==> config.mk <==
export PLATFORM = sky130hd
export DESIGN_NAME = cache_miss_ctrl
export DESIGN_NICKNAME = d
export VERILOG_FILES = /design/src/rtl/cache_miss_ctrl.sv
export SDC_FILE = /design/constraint.sdc
export NUM_CORES = 1
export LEC_CHECK = 0
export ABC_AREA = 1
export CELL_PAD_IN_SITES_DETAIL_PLACEMENT = 2
export CELL_PAD_IN_SITES_GLOBAL_PLACEMENT = 2
export CORE_MARGIN = 1
export CORE_UTILIZATION = 29
export CTS_CLUSTER_DIAMETER = 30
export CTS_CLUSTER_SIZE = 12
export DETAILED_ROUTE_END_ITERATION = 8
export GPL_TIMING_DRIVEN = 0
export MAX_ROUTING_LAYER = met4
export PLACE_DENSITY = 0.89
export SETUP_SLACK_MARGIN = 0.05
export SYNTH_ARGS = -nofsm -noshare
export SYNTH_HDL_FRONTEND = slang
export SYNTH_SLANG_ARGS = --single-unit
==> constraint.sdc <==
create_clock -name clk -period 2.3 [get_ports clk]
set_input_delay 0.46 -clock clk [delete_from_list [all_inputs] [get_ports clk]]
set_output_delay 0.46 -clock clk [all_outputs]
set_load 0.1 [all_outputs]
==> src/rtl/cache_miss_ctrl.sv <==
// cache_miss_ctrl: miss-handling control FSM for the 2-way set-associative L1 cache.
//
// Hits resolve combinationally in IDLE (mem_resp in the request cycle). A miss latches the
// LRU way as the victim. If the victim is valid and dirty, the FSM writes it back
// (WRITEBACK) and then refills it (FILL). Otherwise it goes straight to FILL. After the
// refill the FSM returns to IDLE, where the held request now hits.
//
// Ports
//   clk, reset_n                 clock, asynchronous active-low reset
//   mem_read, mem_write          CPU request strobes (held until mem_resp)
//   mem_resp                     CPU request complete (hit cycle)
//   tag0_hit, tag1_hit           per-way valid-and-tag-match of the addressed set
//   lru_way                      LRU way of the addressed set
//   valid0/1, dirty0/1           per-way status bits of the addressed set
//   lru_load                     LRU tracker update strobe (hit cycles only)
//   way_sel                      way addressed by the datapath this cycle
//   wb_addr_sel                  1: pmem address from victim tag, 0: from CPU tag
//   line_load, tag_load,
//   valid_set, dirty_set,
//   dirty_clr                    datapath write strobes for way_sel
//   pmem_read, pmem_write        physical-memory request, held until pmem_resp
//   pmem_resp                    physical-memory done pulse
//   miss_count, wb_count         saturating miss / writeback statistics
module cache_miss_ctrl #(
  parameter int unsigned NUM_SETS = 16,
  parameter int unsigned CNT_W    = 16
) (
  input  logic             clk,
  input  logic             reset_n,
  input  logic             mem_read,
  input  logic             mem_write,
  output logic             mem_resp,
  input  logic             tag0_hit,
  input  logic             tag1_hit,
  input  logic             lru_way,
  input  logic             valid0,
  input  logic             valid1,
  input  logic             dirty0,
  input  logic             dirty1,
  output logic             lru_load,
  output logic             way_sel,
  output logic             wb_addr_sel,
  output logic             line_load,
  output logic             tag_load,
  output logic             valid_set,
  output logic             dirty_set,
  output logic             dirty_clr,
  output logic             pmem_read,
  output logic             pmem_write,
  input  logic             pmem_resp,
  output logic [CNT_W-1:0] miss_count,
  output logic [CNT_W-1:0] wb_count
);

  // The set index of the datapath (lc3b_set) is 4 bits wide.
  if (NUM_SETS != 16) begin : g_num_sets_check
    $error("cache_miss_ctrl: NUM_SETS must be 16");
  end

  typedef enum logic [1:0] {StIdle, StWriteback, StFill} state_e;

  state_e state_q, state_d;
  logic   victim_q, victim_d;
  logic   miss_inc, wb_inc;
  logic   victim_dirty;

  assign victim_dirty = lru_way ? (valid1 & dirty1) : (valid0 & dirty0);

  always_comb begin
    state_d     = state_q;
    victim_d    = victim_q;
    miss_inc    = 1'b0;
    wb_inc      = 1'b0;
    mem_resp    = 1'b0;
    lru_load    = 1'b0;
    way_sel     = 1'b0;
    wb_addr_sel = 1'b0;
    line_load   = 1'b0;
    tag_load    = 1'b0;
    valid_set   = 1'b0;
    dirty_set   = 1'b0;
    dirty_clr   = 1'b0;
    pmem_read   = 1'b0;
    pmem_write  = 1'b0;

    unique case (state_q)
      StIdle: begin
        // Gating with reset_n keeps the Mealy hit outputs low while reset is asserted.
        if (reset_n && (mem_read || mem_write)) begin
          if (tag0_hit || tag1_hit) begin
            mem_resp = 1'b1;
            lru_load = 1'b1;
            way_sel  = ~tag0_hit;  // way 0 wins if both ways report a hit
            if (mem_write) begin
              line_load = 1'b1;
              dirty_set = 1'b1;
            end
          end else begin
            victim_d = lru_way;
            miss_inc = 1'b1;
            if (victim_dirty) begin
              wb_inc  = 1'b1;
              state_d = StWriteback;
            end else begin
              state_d = StFill;
            end
          end
        end
      end

      StWriteback: begin
        pmem_write  = 1'b1;
        wb_addr_sel = 1'b1;
        way_sel     = victim_q;
        if (pmem_resp) begin
          dirty_clr = 1'b1;
          state_d   = StFill;
        end
      end

      StFill: begin
        pmem_read = 1'b1;
        way_sel   = victim_q;
        if (pmem_resp) begin
          line_load = 1'b1;
          tag_load  = 1'b1;
          valid_set = 1'b1;
          dirty_clr = 1'b1;
          state_d   = StIdle;
        end
      end

      default: state_d = StIdle;
    endcase
  end

  always_ff @(posedge clk or negedge reset_n) begin
    if (!reset_n) begin
      state_q  <= StIdle;
      victim_q <= 1'b0;
    end else begin
      state_q  <= state_d;
      victim_q <= victim_d;
    end
  end

  always_ff @(posedge clk or negedge reset_n) begin
    if (!reset_n) begin
      miss_count <= '0;
      wb_count   <= '0;
    end else begin
      if (miss_inc && (miss_count != '1)) miss_count <= miss_count + CNT_W'(1);
      if (wb_inc && (wb_count != '1))     wb_count   <= wb_count + CNT_W'(1);
    end
  end

endmodule

==> results.txt <==
first-pass GRT wire length: 13.6 mm
Levels on crit path: 7
clock skew: 0.0138 ns
Period minus WS final: 2.21 ns
CP max stage delay: 0.44 ns
n_diodes: 0
total negative setup slack: 0 ns
Unique masters post-synth: 24
Clock Latency Late Sink: 0.31 ns
Worst-Margin Slew: 0.963 ns
initial antenna violation count: 0
clk slew on worst S/H paths: 0.09 ns
share of post-route cells with drive strength above 1: 16.7%
CTS tree: built
Critical Path RT: 1.84 ns
GRT Total Usage: 21.0%
total gr overflow: 0
sequential-to-total area share from yosys stat: 37.1%
wirelength, routed: 8.02 mm
Port Buffers: 54
crit path max fanout: 4
CTS H-tree depth: 2
synth warn: 0
Slowest-stage cell, CP: dfrtp_1
metal3 WL: 203 microns
slew margin rel.: 36.0%
WP buf/inv: 3
Peak Freq: 453 MHz
CTS buffer count: 5
status: complete, no violations
fin. max-slew vios: 0
Die Ht: 92.3 microns
top layer used by detailed routing: met4
routed length per instance: 16.0 microns
Hold Crit Class: in2async
Placeable Area: 7810 sq um
crit-path most repeated cell: inv_2
Worst Path Arrival: 1.75 ns
Root Buffer: clkbuf_8
placed cells: 493
Critical Path Sink Type: output pin
Crit path max-delay family: flip-flops
largest net degree at the start of global routing: 35
PwrDens: 789 nW/um^2
worst reg2reg path startpoint: state_q[1]
RSZ-0062 raised after global routing: true
max cap viols: 0
detailed-route DRC error count: 0
#FFs+latches synth: 35
area delta synth->final: 36.8%
Fillers: 948
met2 wire len: 4.26 mm
fin nets: 418
crit share post-route: 95.9%
Die Width: 92.3 microns
Post-Layout Cell Count: 503
Fin. Hold Viols: 0
Iter 0 DRT Violations: 76
worst r2r dst: wb_count[9]
LEAKAGE: 1.72 nW
DPL Wire Length: 5.91 mm
Final ANT Viol Nets: 0
Boundary Pins: 55
Clock Sink Count: 35
vias per inst: 4.87
final setup fails: 0
crit path kind: reg2out
Metal-1 WL: 3.43 mm
setup slack, reg-to-reg: 0.56 ns
Initial Util: 30.3%
vias: 2449
Die Area: 8510 sq um
Post-Syn Area: 2360 sq um
Syn Inst Count: 336
worst-case reg-to-reg path depth: 9
worst vdd ir: 0.000432 V
row count: 32
worst path cell trace: inv_2 -> ha_4 -> nand3_4 -> inv_2 -> nand3b_1 -> a21oi_4 -> buf_12
Mapped Nets: 354
CP startpoint kind: flip-flop
GPL Wtd Cong: 0.764
drt pass-1 iters: 4
syn_area_per_cell: 7.03 sq um
clk buf depth: 2
worst setup path startpoint: state_q[1]
vias in the first global route: 2768
[where the power goes]
part	total (W)	switching (W)	internal (W)
sequential	0.000742	0.0000704	0.000671
combinational	0.00122	0.000916	0.000303
clock	0.000590	0.000267	0.000323
total	0.00255	0.00125	0.00130
[stage by stage]
step           setup WS [ns]  utilization (%)  total power [W]  instance area (sq um)  hold WS, ns
2_1_floorplan         0.0560                -          0.00169                   2450        0.164
3_3_place_gp           -2.14             39.9          0.00194                   3110        0.480
3_5_place_dp          -0.998             40.1          0.00198                   3130        0.295
4_1_cts              -0.0439             41.3          0.00258                   3230        0.117
5_1_grt               0.0366             41.4          0.00266                   3230        0.124
6_report              0.0949             41.4          0.00255                   3230        0.110
[flip-flops by register name, summed over array words and instances (netlist names)]
| signal | flops |
|---|---|
| victim_q | 1 |
| state_q | 2 |
| miss_count | 16 |
| wb_count | 16 |
[worst max-delay path by stage]
stage,to,slack [ns]
4_1_cts,way_sel,-0.04
5_1_grt,way_sel,0.04
3_3_place_gp,way_sel,-2.14
3_5_place_dp,way_sel,-1.0
6_report,way_sel,0.09
2_1_floorplan,dirty_set,0.06
[worst register-to-register path: cells and delay by family (launching register included)]
family / cells / cell delay, ns
and+or+nand+nor: 5 / 0.68
adders and majority gates: 1 / 0.18
DFF: 1 / 0.44
buffers and inverters: 3 / 0.39
[repair_timing]
| action | CTS | global route |
|---|---|---|
| hold endpoints to repair | 4 | 0 |
| cloned | 0 | 0 |
| pin swaps | 0 | 2 |
| setup endpoints to repair | 43 | 7 |
| gates resized for setup | 94 | 6 |
| hold buffers | 1 | 0 |
| buffers inserted | 0 | 1 |
[synth_stat cells]
library cell	number	area, sq um
nand4_1	10	62.6
nand3b_1	4	30.0
buf_4	3	22.5
ha_1	6	75.1
nor2_2	3	18.8
o21bai_1	2	15.0
o21ai_1	1	5.00
a21oi_1	2	10.0
nand3_1	15	75.1
buf_12	1	20.0
o21ai_0	8	40.0
nor2_1	29	109
nand3_2	1	10.0
nor2_8	1	20.0
buf_6	3	33.8
inv_2	6	22.5
xnor2_1	10	87.6
dfrtp_1	35	876
nand2_4	5	56.3
nor2_4	4	45.0
nand2_1	153	574
nand2_2	5	31.3
inv_1	26	97.6
xor2_1	3	26.3
[area by class of cell]
class / count / area (sq um) / area share, %
tap: 102 / 128 / 3.95
sequential: 35 / 876 / 27.1
clock buffer: 5 / 68.8 / 2.13
buffer: 7 / 80.1 / 2.48
inverter: 32 / 128 / 3.95
clock inverter: 3 / 43.8 / 1.35
timing repair buffer: 57 / 546 / 16.9
multi-input combinational: 262 / 1370 / 42.2
[metal layers]
| metal | GRT usage [%] | up-vias |
|---|---|---|
| met1 | 23.1 | 1232 |
| met5 | - | - |
| met3 | 3.15 | 10 |
| met4 | 6.25 | 0 |
| li1 | - | 1167 |
| met2 | 39.0 | 40 |
[cell families (layout without fill, tap and decap cells)]
family | Yosys count | in the layout | synth area share [%]
XOR/XNOR | 13 | 13 | 4.82
AO/OA/AOI/OAI | 13 | 13 | 2.96
AND/OR/NAND/NOR | 230 | 230 | 43.7
adder cells (fa/ha/maj) | 6 | 6 | 3.18
flip-flops | 35 | 35 | 37.1
buffers and inverters | 39 | 104 | 8.31
[cells in the final DEF, fill, tap and decap left out, types with 3 or more instances in the layout]
master           count
inv_1               21
nand2_4              7
nand3_1             14
nor2_2               3
xnor2_1             10
buf_2                3
xor2_1               3
dfrtp_1             35
nand2_2              6
buf_12               4
nand2_1            150
nor2_4               5
buf_4                5
clkdlybuf4s50_1      8
nand3b_1             4
o21ai_0              8
clkbuf_8             5
inv_2                9
nand4_1             10
dlygate4sd2_1       32
ha_1                 4
nor2_1              28
buf_6                6
Power figures use the tool's default switching activity.
